==> src/rtl/elevador_pkg.sv <==
// elevador_pkg: floor type, floor count and scheduler states shared by the call scheduler
package elevador_pkg;
    localparam int NUM_ANDARES = 4;
    typedef logic [1:0] andar_t;
    typedef enum logic [2:0] {OCIOSO, MOVENDO, ABRINDO, ABERTA, FECHANDO} estado_t;
endpackage

==> src/rtl/escalonador_chamadas_seletor.sv <==
// seletor_proximo_andar: SCAN target and direction choice from the pending-call bitmap
module seletor_proximo_andar
    import elevador_pkg::*;
(
    input  logic [NUM_ANDARES-1:0] chamadas,
    input  andar_t                 andar_atual,
    input  logic                   subindo,
    output andar_t                 andar_proximo,
    output logic                   subindo_novo,
    output logic                   a_frente,
    output logic                   atras
);
    logic [NUM_ANDARES-1:0] acima, abaixo;
    andar_t prox_acima, prox_abaixo;
    always_comb begin
        acima = '0;
        abaixo = '0;
        prox_acima = andar_atual;
        prox_abaixo = andar_atual;
        for (int i = 0; i < NUM_ANDARES; i++) begin
            acima[i] = chamadas[i] && (i > int'(andar_atual));
            abaixo[i] = chamadas[i] && (i < int'(andar_atual));
        end
        // last hit wins: lowest floor above, highest floor below
        for (int i = NUM_ANDARES - 1; i >= 0; i--) if (acima[i]) prox_acima = andar_t'(i);
        for (int i = 0; i < NUM_ANDARES; i++) if (abaixo[i]) prox_abaixo = andar_t'(i);
    end
    assign a_frente = subindo ? |acima : |abaixo;
    assign atras = subindo ? |abaixo : |acima;
    assign subindo_novo = subindo ^ (!a_frente && atras);
    assign andar_proximo = (subindo_novo ? |acima : |abaixo) ? (subindo_novo ? prox_acima : prox_abaixo) : andar_atual;
endmodule

==> src/rtl/escalonador_chamadas.sv <==
// escalonador_chamadas: SCAN elevator call scheduler with floor travel timer and door handshake
// LOTACAO_EN: over-capacity alarm holds the door open while asserted
module escalonador_chamadas
    import elevador_pkg::*;
#(
    parameter int TEMPO_ANDAR = 4,
    parameter int TEMPO_PORTA = 6
) (
    input  logic                   clock_in,
    input  logic                   reset,
    input  logic                   tick,
    input  logic [1:0]             seletor_andar_chamada,
    input  logic                   pedido_valido,
    input  logic                   porta_aberta,
    input  logic                   porta_fechada,
    input  logic                   alerta_capacidade,
    output logic [1:0]             andar_atual,
    output logic [1:0]             andar_proximo,
    output logic                   subindo,
    output logic                   parado,
    output logic                   controle_porta,
    output logic [NUM_ANDARES-1:0] chamadas_pendentes,
    output logic                   ocupado
);
    estado_t estado, prox;
    logic [7:0] t_andar, t_porta;
    logic [NUM_ANDARES-1:0] pend;
    logic subindo_novo, a_frente, atras, porta_ativa, mesmo_andar, reabre, chega, segura, fim_porta, abriu;
    andar_t andar_seg;

    seletor_proximo_andar u_seletor (
        .chamadas      (chamadas_pendentes),
        .andar_atual   (andar_atual),
        .subindo       (subindo),
        .andar_proximo (andar_proximo),
        .subindo_novo  (subindo_novo),
        .a_frente      (a_frente),
        .atras         (atras)
    );

`ifdef LOTACAO_EN
    assign segura = estado == ABERTA && alerta_capacidade;
`else
    logic alerta_unused;
    assign alerta_unused = alerta_capacidade;
    assign segura = 1'b0;
`endif

    assign porta_ativa = estado == ABRINDO || estado == ABERTA;
    assign mesmo_andar = seletor_andar_chamada == andar_atual;
    assign reabre = pedido_valido && estado == ABERTA && mesmo_andar;
    assign pend = chamadas_pendentes | ((pedido_valido && !(porta_ativa && mesmo_andar)) ? 4'(1) << seletor_andar_chamada : '0);
    assign chega = estado == MOVENDO && tick && t_andar == 8'(TEMPO_ANDAR - 1);
    assign andar_seg = subindo ? andar_atual + 2'd1 : andar_atual - 2'd1;
    assign fim_porta = !reabre && !segura && (t_porta == 8'd0 || (tick && t_porta == 8'd1));
    assign abriu = estado == ABRINDO && porta_aberta;
    assign parado = estado != MOVENDO;
    assign controle_porta = porta_ativa;
    assign ocupado = estado != OCIOSO;

    always_comb begin
        prox = estado;
        case (estado)
            OCIOSO:   prox = chamadas_pendentes[andar_atual] ? ABRINDO : (a_frente || atras) ? MOVENDO : OCIOSO;
            MOVENDO:  prox = (chega && pend[andar_seg]) ? ABRINDO : MOVENDO;
            ABRINDO:  prox = porta_aberta ? ABERTA : ABRINDO;
            ABERTA:   prox = fim_porta ? FECHANDO : ABERTA;
            FECHANDO: prox = porta_fechada ? OCIOSO : FECHANDO;
            default:  prox = OCIOSO;
        endcase
    end

    always_ff @(posedge clock_in) begin
        if (reset) begin
            estado <= OCIOSO;
            andar_atual <= '0;
            subindo <= 1'b1;
            chamadas_pendentes <= '0;
            t_andar <= '0;
            t_porta <= '0;
        end else begin
            estado <= prox;
            chamadas_pendentes <= abriu ? pend & ~(4'(1) << andar_atual) : pend;
            if (estado == OCIOSO && !chamadas_pendentes[andar_atual]) begin
                subindo <= subindo_novo;
                t_andar <= '0;
            end else if (chega) begin
                andar_atual <= andar_seg;
                t_andar <= '0;
            end else if (estado == MOVENDO && tick) begin
                t_andar <= t_andar + 8'd1;
            end
            t_porta <= (abriu || reabre || segura) ? 8'(TEMPO_PORTA) :
                       (estado == ABERTA && tick && t_porta != 8'd0) ? t_porta - 8'd1 : t_porta;
        end
    end
endmodule

==> config.mk <==
export PLATFORM = sky130hd
export DESIGN_NAME = escalonador_chamadas
export DESIGN_NICKNAME = d
export VERILOG_FILES = /design/src/rtl/elevador_pkg.sv /design/src/rtl/escalonador_chamadas_seletor.sv /design/src/rtl/escalonador_chamadas.sv
export SDC_FILE = /design/constraint.sdc
export NUM_CORES = 1
export LEC_CHECK = 0
export ABC_AREA = 1
export CORE_UTILIZATION = 59
export CTS_CLUSTER_SIZE = 10
export DETAILED_ROUTE_END_ITERATION = 16
export PLACE_DENSITY_LB_ADDON = 0.08
export SLEW_MARGIN = 30
export SYNTH_ARGS = -nofsm -noshare
export SYNTH_HDL_FRONTEND = slang
export SYNTH_SLANG_ARGS = --single-unit
==> constraint.sdc <==
create_clock -name clock_in -period 5.7 [get_ports clock_in]
set_input_delay 1.14 -clock clock_in [delete_from_list [all_inputs] [get_ports clock_in]]
set_output_delay 1.14 -clock clock_in [all_outputs]
set_load 0.05 [all_outputs]
; Word-level counts from Yosys, hierarchy flattened
; Index checks and enable logic that the tools add are counted.
[classes]
shifts = 2
bitwise_logic = 5
n_reduce_logical = 38
add_sub_neg = 4
eq_ne = 8
n_lt_le_gt_ge = 8
muxes = 27
[op_table]
columns = cell, n
row1 = $mux 2, 11
row2 = $logic_and 1x1->1, 20
row3 = $pmux 3 s5, 1
row4 = $mux 3, 4
row5 = $reduce_or 3->1, 3
row6 = $add 8x1->8 const B, 1
row7 = $eq 8x1->1 const B, 1
row8 = $eq 8x2->1 const B, 1
row9 = $logic_not 8->1, 1
row10 = $mux 4, 2
row11 = $reduce_bool 8->1, 1
row12 = $shl 1x2->4 const A, 2
row13 = $sub 8x1->8 const B, 1
row14 = $mux 1, 7
row15 = $eq 3x2->1 const B, 2
row16 = $lt 2x3->1 const B, 2
row17 = $and 4x4->4, 1
row18 = $bmux 1 s2, 2
row19 = $gt 2x2->1 const A, 2
row20 = $logic_not 1->1, 4
row21 = $logic_or 1x1->1, 4
row22 = $lt 1x2->1 const A, 2
row23 = $not 4->4, 1
row24 = $or 4x4->4, 1
row25 = other kinds (15), 15
[word_totals]
ff_bits = 26
word_cells = 99
input_bits = 9

; Depth between registers and ports, before layout
; Gate-level depths: netlist (run 1).
[depth]
ltp_word = 12
ltp_mapped = 11

; Hierarchy
; A second synthesis (run 1) with hierarchy kept.
[unflattened]
cells_unflattened = 255
area_unflattened_um2 = 1720.4
[modules_own_cells]
columns = mod, seq_area_each_um2, n_inst, area_each_um2, cells_per_inst
row1 = escalonador_chamadas, 520.5, 1, 1535.2, 216
row2 = seletor_proximo_andar, 0.0, 1, 185.2, 39

; Worst setup path after synthesis (run 1)
; OpenSTA, ideal clock, no wires.
[synth_timing]
path_type = register to output
startpoint = register andar_atual[0]
endpoint = output port andar_proximo[1]
required_ns = 4.560
setup_slack_ns = 1.447
arrival_ns = 3.113
stages_incl_launch_ff = 11
path_buffers = 1
path_cell_list = dfxtp_1 -> buf_2 -> inv_1 -> ha_1 -> nor3_1 -> inv_1 -> nand3b_1 -> nand2_1 -> nand2_1 -> o21ai_0 -> o21ai_0
[synth_via]
elab_chain_len = 9
elab_cells_between_ends = 28
classes_between = order compare: 6 / mux: 11 / bitwise: 1 / reduce/logical: 10
[synth_rtl]
columns = element, line_no
row1 = start: declaration, escalonador_chamadas.sv:17  ; output logic [1:0] andar_atual,
row2 = start signal: assignment, escalonador_chamadas.sv:88  ; andar_atual <= andar_seg;
row3 = "$lt 1x2->1, or another cell as far along", escalonador_chamadas_seletor.sv:22  ; abaixo[i] = chamadas[i] && (i < int'(andar_atual));
row4 = "$logic_and 1x1->1, on equally long branches", "escalonador_chamadas_seletor.sv:22, escalonador_chamadas_seletor.sv:21"
row5 = $reduce_or 3->1, "escalonador_chamadas_seletor.sv:28, escalonador_chamadas_seletor.sv:29, escalonador_chamadas_seletor.sv:31"
row6 = $mux 1, escalonador_chamadas_seletor.sv:28  ; assign a_frente = subindo ? |acima : |abaixo;
row7 = $logic_not 1->1, escalonador_chamadas_seletor.sv:30  ; assign subindo_novo = subindo ^ (!a_frente && atras);
row8 = $logic_and 1x1->1, escalonador_chamadas_seletor.sv:30
row9 = $xor 1x1->1, escalonador_chamadas_seletor.sv:30
row10 = $mux 2 / $mux 1 (equally long branches), escalonador_chamadas_seletor.sv:31  ; assign andar_proximo = (subindo_novo ? |acima : |abaixo) ? (subindo_novo ? prox_acima : prox_abaixo) : andar_a ...
row11 = $mux 2 *, escalonador_chamadas_seletor.sv:31
row12 = end: declaration, escalonador_chamadas.sv:18  ; output logic [1:0] andar_proximo,
; Mark *: on every way between the ends. The rest lies on a longest branch, timed or not.

; Final worst setup path (run 1)
[layout_timing]
startpoint = register andar_atual[0]
endpoint = output port andar_proximo[0]
; The elaborated chain is that of the path after synthesis.

==> results.cfg, run 1 <==
[outcome]
outcome = finished, final reports clean

[worst_setup_path]
rrSetupSlack_ps = 3520
reg2reg_to = subindo$_SDFFE_PP1P_
endpoint = andar_proximo[0]
slowest_delay_ps = 790
path_cells = inv_1, ha_1, nor3_1, inv_1, nand3b_1, nand2_1, nand2_1, o21ai_0, a21oi_1, a31o_2, clkdlybuf4s50_1
arrival_ps = 3320
critPathCaptureType = output pin
critPathMaxFanout = 16
startpoint = andar_atual[0]$_SDFFE_PP0P_
crit_path_top_delay_cell = clkdlybuf4s50_1
r2r_cells = 9
start_kind = flop
required_ps = 4560
r2r_start = andar_atual[0]$_SDFFE_PP0P_
critPathKind = reg2out

[sta]
period_share_pct = 78.24
finalCriticalPeriod_ps = 4460
setup_tns_ps = 0
maxSlewViolCount = 0
worstMarginPinSlew_ps = 527.7
rsz0062_at_grt = false
slew_headroom_pct = 64.78
hold_violations = 0
worst_slack_ps = 1240
clock_skew_ps = 2.562
fmax_mhz = 224.2
setup_viol = 0

[synth]
synth_edf_count = 0
syn_avg_cell_area_um2 = 7.085
synth.area.top_cells = dfxtp_1, nand2_1, inv_1
synth-main-ff-cell = dfxtp_1
synth_cells = 234
synth_most_common_cell = nand2_1
synthesis.area_um2 = 1658
synth-seq-cells = 26
syn-num-nets = 253
yosysWarnings = 0
async_flop_share_pct = 0
synth.distinct_cells = 33
yosysSeqAreaShare_pct = 31.40
yosys.area.top_type = dfxtp_1
synth_commonest_cells = nand2_1, inv_1, nor2_1
yosysTopAreaCellShare_pct = 31.40

[power]
combPwrFrac_pct = 27.6
vdd_drop_max_mv = 0.1527
internal_power_uw = 247.3
p_switching_uw = 124.9
seqPwrFrac_pct = 52.1
swShare_pct = 33.56
leakagePower_uw = 0.0008370
powerDensity_nw_per_um2 = 196.0
clockPowerShare_pct = 20.3

[finish]
fillers = 227
final_layout_size_suffix_gt1_share_pct = 10.63
n_antenna_cell = 0
area_growth_pct = 14.57
nets = 275
fin_util_pct = 73.98

[die]
num_rows = 18
fp.dieArea_um2 = 3026
core_um2 = 2567
die_w_um = 55.01
dieHeight_um = 55.01
io-pin-count = 21
start_util_pct = 64.57

[drt]
vias_per_cell = 5.243
drt-total-wl_um = 3236
first_iter_violations = 29
wire_per_inst_um = 11.39
num_vias = 1489
firstDrtPassIters = 4
drc = 0
final_antenna_net_count = 0

[global_route]
grt_max_degree = 17
grt_pass1_wl_um = 5119
grt-ovfl-total = 0
grt_usage_pct = 23.70
antenna_found_initial = 0
grt_pass1_vias = 1263

[cts]
cts_setup_buffers = 0
clkTransAtPathRegs_ps = 130
h-tree-depth = 1
clock_latency_ps = 320
cts_tree = done
cts_made_buffers = 3
post_cts_resized = 0
cts-root-buf = clkbuf_4
cts.path.max_buffers = 2
clock_sinks = 26
cts_hold_buffers = 0

[placement]
dp_hpwl_um = 2518
place_congestion = 0.8735
dp_slack_ps = 1640
io_buffers = 19

[min_path]
hp-class = reg2reg

[flow_run]
maxCapViolCount = 0
==> layer usage <==
layer  vias up  global-route usage [%]  part of all wire (%)  routed length, um
li1        802                       -                     -                  -
met4         0                   12.08                   3.2                104
met1       635                   29.38                    48               1555
met5         -                       0                     0                  0
met2        42                   39.16                    44               1416
met3        10                   4.098                   4.9                160
==> critical path, delay by kind of cell, from the launching register on <==
family | cells | cell delay, ps
AND/OR/NAND/NOR | 4 | 480
AO/OA/AOI/OAI | 3 | 490
flip-flops | 1 | 680
buffers and inverters | 3 | 1100
adder cells (fa/ha/maj) | 1 | 270
==> layout by cell type, fill, tap and decap left out, types with 2 or more instances in the layout <==
cell / count
nand2_1: 35
inv_1: 34
nor2_1: 27
dfxtp_1: 26
nand3_1: 21
clkdlybuf4s50_1: 19
a21oi_1: 15
o21ai_0: 14
ha_1: 10
inv_2: 6
xor2_1: 6
nor3_1: 5
a221oi_1: 4
nor2_4: 3
nand2_2: 3
nand4_1: 3
nor2_2: 3
clkbuf_4: 3
nand3b_1: 2
o31ai_1: 2
==> power groups by stage <==
| stage | clock (uW) | combinational (uW) | sequential, uW |
|---|---|---|---|
| after global placement | 0 | 101 | 198 |
| after detailed placement | 0 | 103 | 198 |
| after floorplan | 0 | 62.3 | 207 |
| after CTS | 80.8 | 103 | 194 |
| final | 75.6 | 103 | 194 |
| after global routing | 86.9 | 112 | 195 |
==> worst min path at each step <==
stage | depth (start not counted) | startpoint | slack (ps) | end
after floorplan | 2 | t_andar[7]$_SDFFE_PP0P_ | 440 | t_andar[7]$_SDFFE_PP0P_
after global placement | 2 | t_andar[7]$_SDFFE_PP0P_ | 470 | t_andar[7]$_SDFFE_PP0P_
after detailed placement | 2 | t_andar[7]$_SDFFE_PP0P_ | 470 | t_andar[7]$_SDFFE_PP0P_
after CTS | 2 | t_andar[7]$_SDFFE_PP0P_ | 490 | t_andar[7]$_SDFFE_PP0P_
after global routing | 2 | t_andar[7]$_SDFFE_PP0P_ | 520 | t_andar[7]$_SDFFE_PP0P_
final | 2 | t_andar[7]$_SDFFE_PP0P_ | 490 | t_andar[7]$_SDFFE_PP0P_
==> per-stage QoR <==
stage / cells / area (um^2) / hold slack (ps) / power, uW
6_report: 284 / 1899 / 486.1 / 372.2
2_1_floorplan: 234 / 1658 / 444.4 / 269.3
3_3_place_gp: 281 / 1877 / 465.6 / 299.1
3_5_place_dp: 281 / 1877 / 467.2 / 300.4
5_1_grt: 284 / 1899 / 515.7 / 393.4
4_1_cts: 284 / 1899 / 486.3 / 377.6
==> logic make-up after synthesis <==
| logic type | share of synthesized area (%) |
|---|---|
| compound gates | 14.11 |
| simple gates | 33.66 |
| buf+inv | 9.584 |
| xor+xnor | 3.698 |
| fa+ha+maj | 7.547 |
| flops | 31.40 |
==> sequential cells by signal (all words and copies together), names as in the netlist <==
name and cells:
chamadas_pendentes 4, estado 3, subindo 1, t_porta 8, t_andar 8, andar_atual 2
==> area by class of cell <==
type / instances / area [um^2] / area share (%)
sequential: 26 / 520.5 / 27.40
clock buffer: 3 / 22.52 / 1.186
timing repair buffer: 19 / 190.2 / 10.01
multi-input combinational: 166 / 978.4 / 51.52
tap: 30 / 37.54 / 1.976
inverter: 40 / 150.1 / 7.905
No activity file was read; power rests on OpenSTA's default activity.
==> run 2: changes to the inputs <==
CORE_UTILIZATION = 49   (was 59)
clock period = 3.59 ns   (was 5.7 ns; I/O delays follow)
==> run 2 against run 1 <==
Via count is 0.13% higher. Cell count is 6.0% higher. Total power is 82% higher. Critical path depth is 1 lower. Utilization is 11 points lower. Sequential cell count stayed put. Global-route usage is 3.4 points lower. Hold slack better by 11 ps. First-iteration DRC count grew to 3.9 times the previous value. Highest routed layer unchanged.
==> results.cfg, run 2 (synthesis gave the netlist of run 1 again) <==
[outcome]
outcome = finished, final reports clean

[cts]
clock_latency_ps = 330
cts_setup_buffers = 0
clock_sinks = 26
cts.path.max_buffers = 2
h-tree-depth = 1
post_cts_resized = 0
cts_hold_buffers = 0
cts-root-buf = clkbuf_4
cts_tree = done
clkTransAtPathRegs_ps = 150
cts_made_buffers = 3

[finish]
regArea_um2 = 520.5
fillers = 307
area_growth_pct = 18.79
final_area_um2 = 1969
reg.largest.list = t_andar: 8 flops, t_porta: 8 flops, chamadas_pendentes: 4 flops
stdcell_count = 301
nets = 277
final_layout_size_suffix_gt1_share_pct = 12.45
mostFrequentLayoutCells = nand2_1, inv_1, nor2_1, dfxtp_1, nand3_1
multi_input_comb_area_um2 = 978.4
n_antenna_cell = 0
fin_util_pct = 62.96
final_common_cell = nand2_1

[drt]
vias_per_cell = 4.953
drt-total-wl_um = 3271
first_iter_violations = 113
final_antenna_net_count = 0
drc = 0
firstDrtPassIters = 4
num_vias = 1491
wire_per_inst_um = 10.87

[placement]
post_dp_cell_area_um2 = 1917
place_congestion = 0.7892
dp.cells = 297
io_buffers = 19
dp_hpwl_um = 2639

[power]
vdd_drop_max_mv = 0.2313
seqPwrFrac_pct = 45.4
powerDensity_nw_per_um2 = 344.9
combPwrFrac_pct = 24.4
leakagePower_uw = 0.0008689
swShare_pct = 30.96
internal_power_uw = 469.0
p_switching_uw = 210.3
clockPowerShare_pct = 30.3

[sta]
clock_skew_ps = 5.862
hold_violations = 0
setup_viol = 0
period_share_pct = 90.25
rsz0062_at_grt = false
worstMarginPinSlew_ps = 560.7
fmax_mhz = 308.7
setup_tns_ps = 0
slew_headroom_pct = 62.23
maxSlewViolCount = 0
finalCriticalPeriod_ps = 3240
hold_slack_ps = 497.0

[global_route]
antenna_found_initial = 0
grt_pass1_vias = 1312
grt_usage_pct = 20.27
grt_pass1_wl_um = 5609
grt-ovfl-total = 0
grt_max_degree = 16

[worst_setup_path]
critPathKind = reg2out
critPathCaptureType = output pin
arrival_ps = 2520
start_kind = flop
required_ps = 2870
critPathMaxFanout = 10

[min_path]
hp-class = reg2reg

[flow_run]
maxCapViolCount = 0

[die]
io-pin-count = 21
num_rows = 20
die_w_um = 60.17
start_util_pct = 53.00
fp.dieArea_um2 = 3620
dieHeight_um = 60.17
core_um2 = 3128
## run 2: per-layer routing
metal / track usage, % / routed length (um) / vias up
li1: - / - / 812
met5: 0 / 0 / -
met3: 2.597 / 130 / 2
met2: 33.59 / 1423 / 23
met4: 2.990 / 13 / 0
met1: 28.35 / 1704 / 654
## run 2: per-stage QoR
| step | setup slack [ps] | total power, uW |
|---|---|---|
| 2_1_floorplan | 135.9 | 427.9 |
| 3_3_place_gp | 725.4 | 479.9 |
| 3_5_place_dp | 741.5 | 480.3 |
| 4_1_cts | 340.8 | 685.7 |
| 5_1_grt | 54.87 | 710.7 |
| 6_report | 350.2 | 679.3 |
## run 2: path summary, 6_finish.rpt
path | from | endpoint | slack (ps) | depth (start not counted)
min | t_andar[7]$_SDFFE_PP0P_ | t_andar[7]$_SDFFE_PP0P_ | 500 | 2
max | andar_atual[0]$_SDFFE_PP0P_ | andar_proximo[0] | 350 | 10
max reg2reg | andar_atual[0]$_SDFFE_PP0P_ | subindo$_SDFFE_PP1P_ | 1580 | 9
min reg2reg | t_andar[7]$_SDFFE_PP0P_ | t_andar[7]$_SDFFE_PP0P_ | 500 | 2
## run 2: cell type report
class                           count  share of cell area [%]
Clock inverter                      1                   1.525
Multi-Input combinational cell    166                   49.68
Sequential cell                    26                   26.43
Timing Repair Buffer               21                   10.80
Inverter                           40                   7.624
Tap cell                           44                   2.795
Clock buffer                        3                   1.144
## run 2: worst max-delay path, cell delays in order, from the launching register on
cell and delay [ps]:
dfxtp_1 520, inv_1 170, ha_1 240, nor3_1 260
inv_1 90, nand3b_1 140, nand2_1 70, nand2_1 50
o21ai_0 200, a31o_2 320, buf_12 150
## run 2: power by group through the flow
| stage | clock network (uW) | logic, uW | registers [uW] |
|---|---|---|---|
| final | 206 | 166 | 308 |
| after CTS | 211 | 167 | 308 |
| after global routing | 219 | 182 | 309 |
| after detailed placement | 0 | 166 | 314 |
| after floorplan | 0 | 99.2 | 329 |
| after global placement | 0 | 166 | 314 |
